==> src/rtl/apu_reg_sequencer.sv <==
`default_nettype none
// +--------------------------------------------------------------------------+
// | Module   : apu_reg_sequencer                                             |
// | Purpose  : Turns two-byte UART commands (data byte, then address byte)   |
// |            into 8-bit APU register writes. Writes are queued in a small  |
// |            FIFO and issued over a valid/ready port. Malformed and stale  |
// |            pairs are flagged and counted.                                |
// | Ports    : clk, rst_n (sync, active-low)                                 |
// |            rx_data/rx_valid      - byte stream from the UART receiver    |
// |            reg_wr/reg_ready      - write handshake toward the APU        |
// |            reg_addr/reg_data     - head-of-queue register write          |
// |            err/err_count         - error pulse and saturating count      |
// |            fifo_full             - queue holds DEPTH entries             |
// | Revision : 1.0 - initial release                                         |
// +--------------------------------------------------------------------------+
module apu_reg_sequencer #(
  parameter int DEPTH   = 4,
  parameter int TIMEOUT = 4096
) (
  input  logic       clk,
  input  logic       rst_n,
  input  logic [7:0] rx_data,
  input  logic       rx_valid,
  input  logic       reg_ready,
  output logic       reg_wr,
  output logic [4:0] reg_addr,
  output logic [7:0] reg_data,
  output logic       err,
  output logic [7:0] err_count,
  output logic       fifo_full
);

  localparam int c_PW = $clog2(DEPTH);
  localparam int c_TW = (TIMEOUT > 1) ? $clog2(TIMEOUT) : 1;
  localparam logic [c_TW-1:0] c_TMAX = c_TW'(TIMEOUT - 1);
  localparam logic [c_PW:0]   c_FULL = (c_PW + 1)'(DEPTH);

  typedef enum logic [0:0] {
    S_WAIT_DATA = 1'b0,
    S_WAIT_ADDR = 1'b1
  } state_t;

  state_t          r_state;
  logic [6:0]      r_held;
  logic [c_TW-1:0] r_timer;

  logic [12:0]     r_mem [DEPTH];
  logic [c_PW-1:0] r_wr_ptr;
  logic [c_PW-1:0] r_rd_ptr;
  logic [c_PW:0]   r_count;
  logic            r_fifo_full;
  logic [4:0]      r_reg_addr;
  logic [7:0]      r_reg_data;
  logic            r_err;
  logic [7:0]      r_err_count;

  logic            w_pair;
  logic            w_timeout;
  logic            w_parse_err;
  logic            w_full;
  logic            w_pop;
  logic            w_push;
  logic            w_ovf;
  logic [12:0]     w_push_word;
  logic [c_PW-1:0] w_rd_next;
  logic [c_PW:0]   w_after_pop;
  logic [c_PW:0]   w_count_next;
  logic [12:0]     w_head_next;

  // Address byte with reserved bit clear completes the pair held in WAIT_ADDR.
  assign w_pair      = rx_valid & (r_state == S_WAIT_ADDR) & rx_data[7] & ~rx_data[6];
  assign w_push_word = {rx_data[5:1], rx_data[0], r_held};
  // A byte arriving on the expiry cycle wins over the timeout.
  assign w_timeout   = (r_state == S_WAIT_ADDR) & ~rx_valid & (r_timer == c_TMAX);
  assign w_parse_err = w_timeout |
                       (rx_valid & (r_state == S_WAIT_DATA) & rx_data[7]) |
                       (rx_valid & (r_state == S_WAIT_ADDR) & ~(rx_data[7] & ~rx_data[6]));

  assign w_full       = (r_count == c_FULL);
  assign w_pop        = reg_wr & reg_ready;
  // A pop in the same cycle frees the slot, so a full queue can still accept.
  assign w_push       = w_pair & (~w_full | w_pop);
  assign w_ovf        = w_pair & w_full & ~w_pop;
  assign w_rd_next    = r_rd_ptr + c_PW'(w_pop);
  assign w_after_pop  = r_count - (c_PW + 1)'(w_pop);
  assign w_count_next = w_after_pop + (c_PW + 1)'(w_push);

  // Registered head: holds the last value when the queue drains, and
  // bypasses the incoming word when it lands in an otherwise empty queue.
  always_comb begin
    w_head_next = {r_reg_addr, r_reg_data};
    if (w_after_pop != '0) begin
      w_head_next = r_mem[w_rd_next];
    end else if (w_push) begin
      w_head_next = w_push_word;
    end
  end

  // Parser FSM
  always_ff @(posedge clk) begin
    if (!rst_n) begin
      r_state <= S_WAIT_DATA;
      r_held  <= '0;
      r_timer <= '0;
    end else if (rx_valid) begin
      if (!rx_data[7]) begin
        // Data byte: starts a pair, or replaces held data (flagged as error).
        r_held  <= rx_data[6:0];
        r_timer <= '0;
        r_state <= S_WAIT_ADDR;
      end else begin
        r_state <= S_WAIT_DATA;
      end
    end else if (r_state == S_WAIT_ADDR) begin
      if (r_timer == c_TMAX) begin
        r_state <= S_WAIT_DATA;
        r_held  <= '0;
      end else begin
        r_timer <= r_timer + c_TW'(1);
      end
    end
  end

  // Queue storage needs no reset; pointers and count define validity.
  always_ff @(posedge clk) begin
    if (w_push) begin
      r_mem[r_wr_ptr] <= w_push_word;
    end
  end

  always_ff @(posedge clk) begin
    if (!rst_n) begin
      r_wr_ptr    <= '0;
      r_rd_ptr    <= '0;
      r_count     <= '0;
      r_fifo_full <= 1'b0;
      r_reg_addr  <= '0;
      r_reg_data  <= '0;
      r_err       <= 1'b0;
      r_err_count <= '0;
    end else begin
      r_wr_ptr    <= r_wr_ptr + c_PW'(w_push);
      r_rd_ptr    <= w_rd_next;
      r_count     <= w_count_next;
      r_fifo_full <= (w_count_next == c_FULL);
      r_reg_addr  <= w_head_next[12:8];
      r_reg_data  <= w_head_next[7:0];
      r_err       <= w_parse_err | w_ovf;
      if ((w_parse_err | w_ovf) && (r_err_count != 8'hFF)) begin
        r_err_count <= r_err_count + 8'd1;
      end
    end
  end

  assign reg_wr    = (r_count != '0);
  assign reg_addr  = r_reg_addr;
  assign reg_data  = r_reg_data;
  assign err       = r_err;
  assign err_count = r_err_count;
  assign fifo_full = r_fifo_full;

endmodule
`default_nettype wire

==> config.mk <==
export PLATFORM = sky130hd
export DESIGN_NAME = apu_reg_sequencer
export DESIGN_NICKNAME = d
export VERILOG_FILES = /design/src/rtl/apu_reg_sequencer.sv
export SDC_FILE = /design/constraint.sdc
export NUM_CORES = 1
export LEC_CHECK = 0
export CAP_MARGIN = 20
export CORE_UTILIZATION = 35
export CTS_CLUSTER_DIAMETER = 200
export DETAILED_ROUTE_END_ITERATION = 8
export PLACE_DENSITY = 0.6
export SKIP_CTS_REPAIR_TIMING = 1
export SYNTH_ARGS = -nofsm -noshare
export SYNTH_HDL_FRONTEND = slang
export SYNTH_SLANG_ARGS = --single-unit
export TNS_END_PERCENT = 1
==> constraint.sdc <==
create_clock -name clk -period 8.3 [get_ports clk]
set_input_delay 0.83 -clock clk [delete_from_list [all_inputs] [get_ports clk]]
set_output_delay 0.83 -clock clk [all_outputs]
set_load 0.02 [all_outputs]
Word-level counts from Yosys, hierarchy flattened --
Memory sizes are Yosys's and may differ from the RTL's. Index checks and enable logic that the tools add are counted. W data, S select, Z words.
Word-level totals: bits of input ports 12, memories 1, RAM bits 52, logic and storage cells 71, bits in registers 50
Memories:
- r_mem | words 4, bits a word 13, read ports 1, clocked after Yosys merged registers in 0, write ports 1, line 47 | logic [12:0] r_mem [DEPTH];
Cells by class: reduce and logical (&&, ||, !) cells 8, bitwise logic cells 23, mux-type cells 16, add/sub/neg operators 6, equal/unequal tests 6
Operator list (number):
- $mux W12 | 4
- $mux W7 | 4
- $mux W13 | 2
- $and A1 B1 Y1 | 13
- $add A12 B1 Y12 const B | 1
- $eq A12 B12 Y1 const B | 1
- $add A8 B1 Y8 const B | 1
- $ne A8 B8 Y1 const B | 1
- $eq A3 B3 Y1 const B | 2
- $mux W1 | 6
- $not A1 Y1 | 6
- $reduce_and A3 Y1 | 2
- $reduce_bool A2 Y1 | 3
- $reduce_bool A3 Y1 | 2
- $add A2 B1 Y2 | 2
- $ne A2 B2 Y1 const B | 2
- $or A1 B1 Y1 | 4
- $add A3 B1 Y3 | 1
- $sub A3 B1 Y3 | 1
- $logic_and A1 B1 Y1 | 1

Longest topological paths before layout --
Gate-level depths: netlist (run 1).
depth in word-level cells 7, mapped depth 10, depth with buffers taken out 9

Least setup slack after synthesis (run 1) --
No wires, ideal clock.
path type input port to flip-flop, from input reg_ready, to memory r_mem[0][0], enable pin, cell stages on the path 5, setup slack 5188 ps, arrival time 2710 ps, path buffers 2, cells stage by stage nor4b_1 -> nor4b_1 -> buf_2 -> buf_2 -> nor3b_1
On the way: longest elaborated chain between the ends 5
Ends and longest elaborated chain:
- from (decl) | line 24 | input logic reg_ready,
- $and A1 B1 Y1 | line 80 | assign w_pop = reg_wr & reg_ready;
- $or A1 B1 Y1 | line 82 | assign w_push = w_pair & (~w_full | w_pop);
- $and A1 B1 Y1 | line 82
- $mux W1 | line 126 | if (w_push) begin
- $mux W1 (implied by the code) | line 127 | r_mem[r_wr_ptr] <= w_push_word;
- to (decl) | line 47
Every way passes these cells.

Worst setup path in the final report (run 1) --
from input reg_ready, to register r_reg_data[7] (netlist: reg_data[7])
On the way: longest elaborated chain between the ends 4, elaborated cells between the ends (all ways) 9, classes of those cells add/sub (2); mux (1); bitwise (3); reduce/logical (2); memory (1)
Ends and longest elaborated chain:
- $and A1 B1 Y1 * | line 80
- $add A2 B1 Y2, or another cell as far along | line 84 | assign w_rd_next = r_rd_ptr + c_PW'(w_pop);
- $mem_v2 Z4 W13, or another cell as far along
- $mux W13 / $reduce_bool A2 Y1 (equally long branches)
- to (signal assigned) | line 147 | r_reg_data <= w_head_next[7:0];
- to (decl) | line 53 | logic [7:0] r_reg_data;
Mark *: on every way between the ends. The rest lies on a longest branch, timed or not. A chain may end at the register's enable or synchronous reset.

==> out/metrics.cfg, run 1 <==
[worst_setup_path]
cp_common_cell = ha_1
crit_type = in2reg
cp.depth = 9
slowest_stage = nor2b_1
reg2reg_from = r_count[0]
worstPathArrival_ns = 3.17
ff2ff_setup_slack_ns = 5.59
cpPeakStageDelay_ns = 0.81
crit_path_max_fanout = 13
r2r_cells = 9
worstPathRequired_ns = 8.56
path_cells = clkdlybuf4s50_1 -> and2_1 -> ha_1 -> ha_1 -> xor2_1 -> nor3_1 -> nor2b_1 -> nand2_1 -> o21ai_0
crit_path_end_kind = register
crit_start = reg_ready
critPathTopFamily = simple AND/OR/NAND/NOR gates
critPathBufInv = 1
startpoint_type = input pin

[sta]
skew_ns = 0.00715
final-setup-viol-count = 0
worst_slew_pin_slew_ns = 1.05
rsz0062_at_grt = false
min_period_over_period_pct = 35.0
setup-tns-final_ns = 0
finalHoldViolCount = 0
slew_headroom_pct = 30.1
maxSlewViolCount = 0
max_freq_mhz = 344
min_period_ns = 2.91

[logic_synthesis]
synth_top_cell_by_area = edfxtp_1
yosys_warnings = 0
async_flop_share_pct = 0
synth_most_common_cell = edfxtp_1
synth_cells = 325
synth-seq-cells = 102
synth.distinct_cells = 43
synth_seq_area_share_pct = 61.2
synth-edff-count = 52
synth_fp_nets = 345
postSynthAreaPerCell_um2 = 12.9
ys_top_cells_by_area = edfxtp_1 (37%), dfxtp_1 (24%), mux4_2 (7.0%), mux2i_1 (4.3%), nand2_1 (3.1%)
netlist.area_leader.share_pct = 37.3
ys.flop_type = edfxtp_1
synth_common_cells = edfxtp_1 (52), dfxtp_1 (50), nand2_1 (35)
synthesis.area_mm2 = 0.00419

[placement]
post_dp_cell_area_mm2 = 0.00471
gp_congestion = 0.760
hpwl_mm = 5.01
io_buffers = 35

[drt]
routed_via_density = 4.92
vias = 2508
wl_mm = 7.70
drtIter0Drc = 116
wl_per_cell_um = 15.1
ant_nets = 0
drt-pass1-iter-count = 6
drc = 5

[worst_hold_path]
hold_path.startpoint = err_count[7]
hold_path_depth = 2
hold_path_class = reg2reg

[clock_network]
cts.sinks = 102
cts_made_buffers = 9
root_buffer = clkbuf_16
cts_tree = built
clkLatencyLatePin_ns = 0.34
clockBufferDepth = 2
path_clk_slew_ns = 0.07
htree_levels = 3

[grt]
grt_max_degree = 37
antenna_found_initial = 0
grt_pass1_wl_mm = 12.8
grt_pass1_vias = 2503
overflow = 0
track_usage_pct = 13.5

[floorplanning]
core_mm2 = 0.0115
die_h_um = 111
pin_count = 36
num_rows = 39
die_w_um = 111
die_area_mm2 = 0.0124
initial_utilization_pct = 36.3

[cells_and_area]
fillCellCount = 1088
final_area_mm2 = 0.00497
syn_to_final_growth_pct = 18.9
antenna_cells = 0
drive_above_1_share_pct = 11.4
nets = 382

[job]
max-cap-violations = 0

[power_and_ir_drop]
p_leak_nw = 1.71
p_per_area_mw_per_mm2 = 266
vdd_drop_max_v = 0.000111

[outcome]
status = finished with violations
violations = DRC

## state kept, by name, summed over array words and instances (netlist names), 2 cells and up
signal,flops
r_held,7
r_rd_ptr,2
reg_data,8
err_count,8
r_count,3
reg_addr,5
r_wr_ptr,2
r_mem,52
r_timer,12
## report_power, final
group / switching (W) / internal, W
Clock: 0.000179 / 0.000204
Combinational: 0.000178 / 0.000164
Sequential: 0.0000258 / 0.000574
Total: 0.000383 / 0.000941
## routing by layer
metal	part of all wire, %	GRT usage [%]	up-vias	wire length [um]
met2	47	22.0	48	3660
met1	46	16.8	1188	3530
met4	1.1	4.05	0	87
li1	-	-	1264	-
met5	0	0	-	0
met3	5.6	5.06	8	428
## path summary, 6_finish.rpt
path / endpoint
worst min-delay path: err_count[7]
worst min register to register: err_count[7]
worst max register to register: reg_data[7]
worst max-delay path: reg_data[7]
## cell families (layout without fill, tap and decap cells)
family,count (synthesis),count (layout),synth area share (%)
adder cells (fa/ha/maj),8,8,2.39
XOR/XNOR,14,14,2.93
AO/OA/AOI/OAI,38,38,5.92
buffers and inverters,23,65,2.15
flip-flops,102,102,61.2
AND/OR/NAND/NOR,109,109,14.1
multiplexers,31,31,11.3
## through the flow
step | hold WS (ns) | worst slack [ns] | total power (W) | util, % | instances
floorplan | 0.457 | 5.19 | 0.000828 | - | 325
global placement | 0.473 | 5.03 | 0.000956 | 40.9 | 494
detailed placement | 0.478 | 5.01 | 0.000959 | 40.9 | 494
CTS | 0.495 | 5.36 | 0.00134 | 43.2 | 510
global route | 0.516 | 5.18 | 0.00139 | 43.2 | 510
finish | 0.495 | 5.39 | 0.00132 | 43.2 | 510
## area by class of cell
| cell class | count | area, um^2 | area share (%) |
|---|---|---|---|
| clock inverters | 5 | 35.0 | 0.704 |
| flip-flops and latches | 102 | 2560 | 51.5 |
| well taps | 143 | 179 | 3.60 |
| inverters | 9 | 33.8 | 0.679 |
| multi-input cells | 200 | 1540 | 31.0 |
| clock buffers | 11 | 233 | 4.68 |
| repair buffers | 40 | 388 | 7.80 |
## worst register-to-register path, cell delays in order (launching register included)
cell     delay, ns
dfxtp_1       0.32
or3_1         0.37
and2_1        0.19
ha_1          0.18
ha_1          0.19
xor2_1        0.22
nor3_1        0.09
nor2b_1       0.81
nand2_1       0.14
o21ai_0       0.13
## layout by cell type (no fill, tap or decap), types with 7 or more instances in the layout
cell and count:
nor2_1 13, nor3_1 7, ha_1 8, dfxtp_1 50, nand2_1 35, clkdlybuf4s50_1 35
mux4_2 13, edfxtp_1 52, nand3_1 8, mux2i_1 18, xnor2_1 8, o21ai_0 16
inv_1 9, clkbuf_16 9, and2_1 12, nor2b_1 9
No activity file was read; power rests on OpenSTA's default activity.
==> run 2: changes to the inputs <==
==> constraint.sdc (replaced) <==
create_clock -name clk -period 3 [get_ports clk]
set_input_delay 0.3 -clock clk [delete_from_list [all_inputs] [get_ports clk]]
set_output_delay 0.3 -clock clk [all_outputs]
set_load 0.02 [all_outputs]
==> run 2 against run 1 <==
  * Combinational power rose to 2.8 times the previous value
  * Sequential share of layout area down 0.99 points
  * The run still ends with DRC left
  * Die area unchanged
  * Final cell count up 1.2%
  * Count of clock-buffer cells in the layout down 2
  * Non-clock buffer count up 6
  * Largest power group unchanged
  * Hold slack better by 0.010 ns
  * Via count up 3.0%
  * Critical path depth down 1
  * Register-to-register slack worse by 4.9 ns
  * Clock power rose to 3.2 times the previous value
==> out/metrics.cfg, run 2 (same netlist as run 1, synthesis figures left out) <==
[worst_setup_path]
cp_common_cell = ha_1
crit_path_end_kind = register
critPathTopFamily = simple AND/OR/NAND/NOR gates
cp.depth = 8  ; -1
cpPeakStageDelay_ns = 0.38  ; -0.43 ns
worstPathArrival_ns = 2.60  ; -0.57 ns
slowest_stage = or3_1
crit_type = reg2reg
r2r_cells = 8  ; -1
crit_path_max_fanout = 13  ; unchanged
worstPathRequired_ns = 3.26  ; -5.30 ns
startpoint_type = register
critPathBufInv = 0  ; -1
path_cells = or3_1 -> and2_1 -> ha_1 -> ha_1 -> xor2_1 -> nor3_1 -> nand2_1 -> o21ai_0

[cells_and_area]
postLayoutCoreUtil_pct = 44.0  ; +0.85 points
top_regs = r_mem x52, r_timer x12
antenna_cells = 0  ; unchanged
drive_above_1_share_pct = 13.4  ; +2.0 points
top_register = r_mem
largest_reg_flops = 52  ; unchanged
nets = 388  ; +1.6%
stdcell_count = 516  ; +1.2%
final_area_mm2 = 0.00507  ; +2.0%
layout_common_cells = edfxtp_1 (52), dfxtp_1 (50), nand2_1 (35), clkdlybuf4s50_1 (35), mux2i_1 (18)
multi_input_area_mm2 = 0.00154  ; unchanged
final_common_cell = edfxtp_1
area.sequential_mm2 = 0.00256  ; unchanged
syn_to_final_growth_pct = 21.2
fillCellCount = 1070  ; -1.7%

[power_and_ir_drop]
vdd_drop_max_v = 0.000329  ; +190%
p_total_w = 0.00387  ; +190%
p_leak_nw = 1.77  ; +3.4%
p_per_area_mw_per_mm2 = 762  ; +190%

[placement]
dp.cells = 500  ; +1.2%
post_dp_cell_area_mm2 = 0.00475  ; +0.96%
gp_congestion = 0.727  ; -4.3%
hpwl_mm = 5.21  ; +4.0%
io_buffers = 35  ; unchanged

[sta]
rsz0062_at_grt = false
skew_ns = 0.00511  ; -0.00203 ns
worst_slew_pin_slew_ns = 0.692  ; -0.354 ns
slew_headroom_pct = 53.2  ; +23 points
min_period_ns = 2.34
maxSlewViolCount = 0  ; unchanged
max_freq_mhz = 427
finalHoldViolCount = 0  ; unchanged
setup-tns-final_ns = 0  ; unchanged
final-setup-viol-count = 0  ; unchanged
min_period_over_period_pct = 78.1

[grt]
antenna_found_initial = 0  ; unchanged
grt_pass1_wl_mm = 13.1  ; +2.4%
grt_pass1_vias = 2561  ; +2.3%
track_usage_pct = 13.9  ; +0.33 points
grt_max_degree = 24  ; -35%
overflow = 0  ; unchanged

[outcome]
status = finished with violations
violations = DRC

[clock_network]
cts_tree = built
clockBufferDepth = 2  ; unchanged
htree_levels = 3  ; unchanged
cts_made_buffers = 9  ; unchanged
root_buffer = clkbuf_16
cts.sinks = 102  ; unchanged
path_clk_slew_ns = 0.07  ; about the same
clkLatencyLatePin_ns = 0.34  ; about the same

[job]
max-cap-violations = 0  ; unchanged

[floorplanning]
pin_count = 36  ; unchanged
core_mm2 = 0.0115  ; unchanged
die_w_um = 111  ; unchanged
die_h_um = 111  ; unchanged
die_area_mm2 = 0.0124  ; unchanged
initial_utilization_pct = 36.3  ; unchanged
num_rows = 39  ; unchanged

[worst_hold_path]
hold_path_class = reg2reg
hold_path_depth = 2  ; unchanged

[drt]
wl_mm = 8.02  ; +4.1%
wl_per_cell_um = 15.5  ; +2.9%
drt-pass1-iter-count = 6  ; unchanged
routed_via_density = 5.01  ; +1.8%
drtIter0Drc = 77  ; -34%
ant_nets = 0  ; unchanged
drc = 5  ; unchanged
vias = 2584  ; +3.0%

run 2: cell types whose count changed in the layout (fill, tap and decap cells not counted), sizes merged:
cell    before  now
clkbuf      11    9
inv         10   11
clkinv       3    2
buf          5   11
bufinv       0    2
run 2: routing by layer:
| layer | wire length [um] | global-route usage [%] | vias up |
|---|---|---|---|
| met5 | 0 | 0 | - |
| li1 | - | - | 1261 |
| met4 | 95 | 4.32 | 0 |
| met2 | 3890 | 23.1 | 41 |
| met1 | 3710 | 17.2 | 1275 |
| met3 | 329 | 4.35 | 7 |
run 2: tightest hold or removal path: stages (launching register included):
cell and delay (ns):
dfxtp_1 0.34, nand2_1 0.06, o21ai_0 0.06
run 2: layout make-up:
class	instances	area share, %
well taps	143	3.53
clock buffers	9	4.44
repair buffers	46	8.53
inverters	9	0.666
clock inverters	7	1.87
flip-flops and latches	102	50.5
multi-input cells	200	30.4
run 2: per-stage QoR:
stage,setup WS [ns],hold slack (ns)
floorplan,0.311,0.399
global placement,0.402,0.473
detailed placement,0.416,0.486
CTS,0.627,0.497
global route,0.450,0.537
finish,0.656,0.505
run 2: final timing paths:
kind,start,to,slack (ns)
max,r_count[0],reg_data[7],0.66
min,err_count[1],err_count[1],0.50
max reg2reg,r_count[0],reg_data[7],0.66
min reg2reg,err_count[1],err_count[1],0.50
run 2: power breakdown:
part / switching [W] / internal, W / total, W
clock: 0.000507 / 0.000734 / 0.00124
sequential: 0.0000814 / 0.00159 / 0.00167
combinational: 0.000490 / 0.000467 / 0.000957
==> run 3: changes to the inputs <==
==> constraint.sdc (replaced) <==
create_clock -name clk -period 2.4 [get_ports clk]
set_input_delay 0.24 -clock clk [delete_from_list [all_inputs] [get_ports clk]]
set_output_delay 0.24 -clock clk [all_outputs]
set_load 0.02 [all_outputs]
==> run 3 against run 2 <==
  * The flow still finishes with violations (DRC)
  * Sequential power rose by 24%
  * Combinational power rose by 39%
  * Sequential share of layout area fell by 1.1 points
  * Via count rose by 1.1%
  * Final cell count rose by 2.7%
  * Clock skew barely moved
  * Die area did not move
  * Global-route usage rose by 0.21 points
  * Total power rose by 24%
  * Non-clock buffer count rose by 14
==> out/metrics.cfg, run 3 (same netlist as run 1, synthesis figures left out) <==
[cells_and_area]
final_common_cell = edfxtp_1
syn_to_final_growth_pct = 23.8
top_register = r_mem
antenna_cells = 0  ; unchanged
largest_reg_flops = 52  ; unchanged
nets = 402  ; +3.6%
top_regs = r_mem x52, r_timer x12
postLayoutCoreUtil_pct = 45.0  ; +0.96 points
layout_common_cells = edfxtp_1 (52), dfxtp_1 (50), nand2_1 (35), clkdlybuf4s50_1 (35), buf_4 (23)
final_area_mm2 = 0.00518  ; +2.2%
drive_above_1_share_pct = 17.1  ; +3.6 points

[clock_network]
clockBufferDepth = 2  ; unchanged
htree_levels = 3  ; unchanged
cts_made_buffers = 9  ; unchanged
cts.sinks = 102  ; unchanged
root_buffer = clkbuf_16
cts_tree = built
clkLatencyLatePin_ns = 0.36  ; +0.02 ns
path_clk_slew_ns = 0.07  ; about the same

[sta]
final-setup-viol-count = 0  ; unchanged
skew_ns = 0.00505  ; -0.0000559 ns
max_freq_mhz = 442  ; +3.5%
maxSlewViolCount = 0  ; unchanged
min_period_over_period_pct = 94.4  ; +16 points
finalHoldViolCount = 0  ; unchanged
worst_slew_pin_slew_ns = 0.631  ; -0.0614 ns
rsz0062_at_grt = false
slew_headroom_pct = 57.4  ; +4.2 points
min_period_ns = 2.26  ; -0.0791 ns

[worst_setup_path]
startpoint_type = register
r2r_cells = 8  ; unchanged
cp.depth = 8  ; unchanged
worstPathArrival_ns = 2.50  ; -0.10 ns
ff2ff_setup_slack_ns = 0.14  ; -0.52 ns
crit_type = reg2reg
slowest_stage = mux4_2
path_cells = or3_1 -> and2_1 -> buf_4 -> ha_1 -> buf_12 -> mux4_2 -> nand2_1 -> o21ai_0
cpPeakStageDelay_ns = 0.51  ; +0.13 ns
critPathTopFamily = simple AND/OR/NAND/NOR gates
crit_path_max_fanout = 14  ; +1
worstPathRequired_ns = 2.64  ; -0.62 ns
critPathBufInv = 2  ; +2
crit_path_end_kind = register

[grt]
antenna_found_initial = 0  ; unchanged
track_usage_pct = 14.1  ; +0.21 points
grt_max_degree = 36  ; +50%
overflow = 0  ; unchanged
grt_pass1_wl_mm = 13.3  ; +1.5%
grt_pass1_vias = 2642  ; +3.2%

[power_and_ir_drop]
p_int_w = 0.00339  ; +22%
vdd_drop_max_v = 0.000457  ; +39%
pwr-share-comb_pct = 27.6  ; +2.8 points
clkPwrFrac_pct = 29.4  ; -2.7 points
p_seq_share_pct = 43.0  ; about the same
p_leak_nw = 1.84  ; +4.2%
p_sw_w = 0.00142  ; +31%
swShare_pct = 29.5  ; +1.6 points
p_per_area_mw_per_mm2 = 928  ; +22%

[drt]
routed_via_density = 4.93  ; -1.6%
m1WireLength_mm = 3.68  ; -0.67%
ant_nets = 0  ; unchanged
top_layer = met4
drt-pass1-iter-count = 6  ; unchanged
drtIter0Drc = 127  ; +65%
drc = 3  ; -2
dr_wl_met2_mm = 3.70  ; -4.7%
vias = 2612  ; +1.1%
wl_per_cell_um = 14.9  ; -4.4%
wl_mm = 7.87  ; -1.8%
dr_wl_met3_um = 351  ; +6.7%

[outcome]
status = finished with violations
violations = DRC

[worst_hold_path]
hold_path_depth = 2  ; unchanged
hold_path_class = reg2reg

[placement]
hpwl_mm = 5.33  ; +2.4%
io_buffers = 35  ; unchanged
post_dp_cell_area_mm2 = 0.00488  ; +2.7%
gp_congestion = 0.755  ; +3.9%

[floorplanning]
num_rows = 39  ; unchanged
initial_utilization_pct = 36.3  ; unchanged
die_area_mm2 = 0.0124  ; unchanged
pin_count = 36  ; unchanged
die_h_um = 111  ; unchanged
core_mm2 = 0.0115  ; unchanged
die_w_um = 111  ; unchanged

[job]
max-cap-violations = 0  ; unchanged

-- run 3: cell types whose count changed in the layout (fill, tap and decap cells not counted), moves of 2 or more --
cell       previous run  this run
bufinv_16             2         0
buf_12                0         2
buf_4                11        23
inv_8                 0         2
-- run 3: power by group through the flow --
stage          combinational (W)  clock, W  sequential [W]
2_1_floorplan           0.000620         0         0.00224
3_3_place_gp             0.00131         0         0.00211
3_5_place_dp             0.00132         0         0.00211
4_1_cts                  0.00132   0.00146         0.00208
5_1_grt                  0.00145   0.00152         0.00209
6_report                 0.00133   0.00141         0.00207
-- run 3: final cells by class --
class | count | area, um^2
fillers | 1082 | 6330
flip-flops and latches | 102 | 2560
multi-input cells | 200 | 1560
repair buffers | 60 | 563
clock buffers | 9 | 225
well taps | 143 | 179
clock inverters | 7 | 62.6
inverters | 9 | 33.8
-- run 3: tightest hold or removal path: cells and delay by family, from the launching register on --
kind | cells | cell delay [ns]
muxes | 1 | 0.05
DFF | 1 | 0.34
and+or+nand+nor | 1 | 0.06
-- run 3: path summary, 6_finish.rpt --
check | to | start
hold / removal | err_count[7] | err_count[7]
setup / recovery | reg_data[0] | r_count[0]
hold reg to reg | err_count[7] | err_count[7]
setup reg to reg | reg_data[0] | r_count[0]
-- run 3: metal layers --
layer	global-route usage (%)	up-vias
li1	-	1304
met1	17.3	1248
met2	22.8	48
met3	4.74	12
met4	5.68	0
met5	0	-
-- run 3: metrics by stage --
step	hold WS [ns]	setup TNS (ns)	setup WS, ns	power, W	cells
after global placement	0.477	-3.47	-0.168	0.00342	514
after detailed placement	0.491	-3.05	-0.191	0.00343	514
after floorplan	0.339	-1.93	-0.215	0.00286	325
after global routing	0.532	0	0.0113	0.00506	530
final	0.498	0	0.135	0.00481	530
after CTS	0.504	-2.38	-0.214	0.00486	530
==> RTL edit 1 (config.mk and constraints of run 3) <==
Make the reset (`rst_n`) asynchronous in 2 clocked blocks.
--- a/src/rtl/apu_reg_sequencer.sv
+++ b/src/rtl/apu_reg_sequencer.sv
@@ -97,7 +97,7 @@
   end
 
   // Parser FSM
-  always_ff @(posedge clk) begin
+  always_ff @(posedge clk or negedge rst_n) begin
     if (!rst_n) begin
       r_state <= S_WAIT_DATA;
       r_held  <= '0;
@@ -128,7 +128,7 @@
     end
   end
 
-  always_ff @(posedge clk) begin
+  always_ff @(posedge clk or negedge rst_n) begin
     if (!rst_n) begin
       r_wr_ptr    <= '0;
       r_rd_ptr    <= '0;
Check against the original RTL: differs if rst_n is asserted again (counterexample within 4 cycles, from zero or initial values and one cycle with rst_n low); with rst_n held inactive, the same outputs for 10 cycles.
==> RTL edit 1 against run 3 <==
- routed wire length up 3.5%
- global-route usage down 0.35 points
- synthesized area up 3.3%
- sequential cell count unchanged
- power up 25%
- via count down 1.5%
- cell area up 2.6%
- setup slack worse by 0.015 ns
==> RTL edit 1: results (changes against run 3) <==
Outcome = complete, no violations
DP Area = 4987 um2 (+2.2%)
IO Port Bufs = 35 (unchanged)
Max clock buf depth = 2 (unchanged)
Compound-gate portion of the synthesized area = 0.07381 (+0.01461)
Routed wl met2 = 4181 um (+13%)
Comb pwr share = 0.349 (+0.073)
Maximum VDD drop = 0.4775 mV (+4.6%)
First-pass GRT wire length = 13,400 um (+0.72%)
Synth area leaders = edfxtp_1, dfrtp_1, mux4_2
DP HPWL = 5314 um (-0.33%)
Vias = 2,573 (-1.5%)
Synth async-reset ratio = 0.4902 (+0.4902)
R2R cell count = 7 (-1)
Initial antenna violation count = 0 (unchanged)
Post-Route Skew = 0.01007 ns (+0.005018 ns)
Worst slack, placed = 0.1068 ns (+0.2981 ns)
Clk tree area frac = 0.06026 (+0.004735)
Routed Wire Length = 8150 um (+3.5%)
Clock group share of total power = 0.254 (-0.040)
Met1 Track Usage GR = 0.1721 (-0.0008543)
Multi-In Gates = 176 (-12%)
Inverters = 5 (-4)
Rows = 40 (+2.6%)
Storage cell area = 2813 um2 (+9.8%)
Global Route Usage Sum = 0.1372 (-0.003482)
Grt met3 use = 0.03696 (-0.01040)
Post-route insts no fill = 494 (-6.8%)
Final net count = 362 (-10%)
Sequential area share after synthesis = 0.6507 (+0.03839)
Wire length on met1 = 3648 um (-0.87%)
Worst min path class = in2async
Static Leakage = 2.134 nW (+16%)
Syn Area/Cell = 14.86 um2 (+15%)
Slew Limit Headroom = 0.4592 (-0.1144)
Multi-input gate share of total cell area = 0.2773 (-0.02303)
Synth warnings = 0 (unchanged)
Fill count = 1,095 (+1.2%)
CLK BUF = 9 (unchanged)
First drt pass iteration count = 4 (-2)
Largest net degree at the start of global routing = 51 (+42%)
Synth Net Count = 311 (-9.9%)
Synth Area in XOR/XNOR = 0.01621 (-0.01309)
Switching Fraction = 0.3173 (+0.02263)
Non-clock buffers, area share = 0.09510 (-0.01354)
Placer Congestion = 0.7884 (+4.4%)
Met2 Track Usage GR = 0.2393 (+0.01135)
Ratio of cells with drive above 1 in the final layout = 0.1700 (-0.0005138)
Non-clock buffers = 48 (-20%)
Mux contribution to synthesized area = 0.1158 (+0.002770)
Skew-Pair Late Insertion Delay = 0.34 ns (-0.02 ns)
Vias in the first global route = 2,546 (-3.6%)
Final Cell Area = 5315 um2 (+2.6%)
Post-route total power = 0.005995 W (+25%)
Adder-cell share of the synthesized area = 0.02315 (-0.0007614)
Total placed cells including tap cells = 478 (-7.0%)
Commonest cells post-synth = edfxtp_1, dfrtp_1, a21oi_1
Distinct cells, synth = 48 (+12%)
Met3 WL post-DR = 278 um (-21%)
Initial drt markers = 116 (-8.7%)
==> RTL edit 1: cell types whose count changed in the layout (fill, tap and decap cells not counted), moves of 7 or more <==
cell / run 3 / this run
a21oi_1: 2 / 19
o21ai_0: 16 / 5
dfxtp_1: 50 / 0
dfrtp_1: 0 / 50
nand2_1: 35 / 17
a22o_1: 0 / 7
buf_4: 23 / 8
and2_1: 12 / 1
==> RTL edit 1: path summary, 6_finish.rpt <==
kind                       slack, ns  startpoint          end
max                             0.12  r_count[2]  reg_data[2]
min in group clk                0.53  r_timer[1]   r_timer[1]
max in group asynchronous       1.91       rst_n   r_timer[1]
min                             0.01       rst_n  reg_data[3]
max reg2reg                     0.12  r_count[2]  reg_data[2]
min reg2reg                     0.53  r_timer[1]   r_timer[1]
==> RTL edit 1: critical path, cell delays in order, from the launching register on <==
cell	delay [ns]
dfrtp_1	0.41
or3_1	0.37
and2_1	0.19
ha_1	0.32
buf_12	0.18
mux4_2	0.52
nor2_1	0.11
a21oi_1	0.05
==> RTL edit 2 (config.mk and constraints of run 3) <==
Without the edit above. `DEPTH`: 4 -> 8.
--- a/src/rtl/apu_reg_sequencer.sv
+++ b/src/rtl/apu_reg_sequencer.sv
@@ -14,7 +14,7 @@
 // | Revision : 1.0 - initial release                                         |
 // +--------------------------------------------------------------------------+
 module apu_reg_sequencer #(
-  parameter int DEPTH   = 4,
+  parameter int DEPTH   = 8,
   parameter int TIMEOUT = 4096
 ) (
   input  logic       clk,
Formal check against the unedited RTL: not equivalent (a bounded check fails within 10 cycles, from zero or initial values and one cycle with rst_n low).
==> RTL edit 2 against run 3 <==
- the flow finishes with violations (setup timing)
- synthesized area rose by 52%
- sequential cell count increased by 55
- global-route usage rose by 1.3 points
- count of clock-buffer cells in the layout rose by 11
- clock skew increased by 0.0014 ns
- sequential power increased by 49%
- cell area grew 56%
- synthesized cell count rose by 27%
- setup slack got worse by 0.18 ns
- sequential share of layout area is 2.4 points higher
- routed wire length grew 69%
- power is 58% higher
- via count up 43%
- critical path type unchanged
==> RTL edit 2: results (changes against run 3) <==
Compound-gate portion of the synthesized area = 0.05029 (-0.008898)
Switching Fraction = 0.2669 (-0.02776)
Synth Net Count = 436 (+26%)
Routed wl met2 = 6592 um (+78%)
Outcome = finished, violations left
Vias = 3,742 (+43%)
Met3 WL post-DR = 704 um (+100%)
Comb pwr share = 0.262 (-0.014)
Finish-stage setup viols = 2 (+2)
Final net count = 513 (+28%)
Smallest setup slack after layout = -0.04712 ns (-0.1825 ns)
Static Leakage = 2.599 nW (+41%)
Synth Area in XOR/XNOR = 0.02338 (-0.005918)
Largest net degree at the start of global routing = 28 (-22%)
Max stage delay cell, worst path = or3_4
Commonest cells post-synth = edfxtp_1, dfxtp_1, mux2i_1
Ratio of cells with drive above 1 in the final layout = 0.2480 (+0.07747)
Vias per inst = 5.133 (+4.2%)
Placer Congestion = 0.7844 (+3.9%)
First drt pass iteration count = 4 (-2)
DP HPWL = 8338 um (+56%)
Seq group = 0.00309 W (+49%)
Mux contribution to synthesized area = 0.1438 (+0.03081)
Initial drt markers = 250 (+97%)
Post-Route Skew = 0.006468 ns (+0.001414 ns)
Distinct cells, synth = 46 (+7.0%)
Routed Wire Length = 13,340 um (+69%)
First-pass GRT wire length = 20,630 um (+55%)
Post-synth EDFFs = 104 (+100%)
Htree depth = 4 (+1)
Failing checks = setup timing
Grt met3 use = 0.04926 (+0.001899)
Sequential area share after synthesis = 0.6570 (+0.04472)
RTL edit 2: kinds of logic (layout without fill, tap and decap cells):
logic type | count (synthesis) | count (layout)
simple gates | 102 | 102
compound gates | 42 | 42
buf+inv | 27 | 117
xor+xnor | 17 | 17
mux | 59 | 59
flops | 157 | 157
fa+ha+maj | 10 | 10
RTL edit 2: area by class of cell:
type,instances,area [um2]
Multi-Input combinational cell,230,2245
Clock buffer,20,446.7
Tap cell,225,281.5
Sequential cell,157,4187
Inverter,8,32.53
Clock inverter,12,110.1
Timing Repair Buffer,77,778.2
Fill cell,1547,9457
RTL edit 2: path summary, 6_finish.rpt:
check                                  start      endpoint  slack (ns)  cells after the start
worst max-delay path              r_count[1]     fifo_full       -0.05                     12
worst min-delay path            err_count[6]  err_count[6]        0.50                      2
worst max register to register    r_count[1]     fifo_full       -0.05                     12
worst min register to register  err_count[6]  err_count[6]        0.50                      2
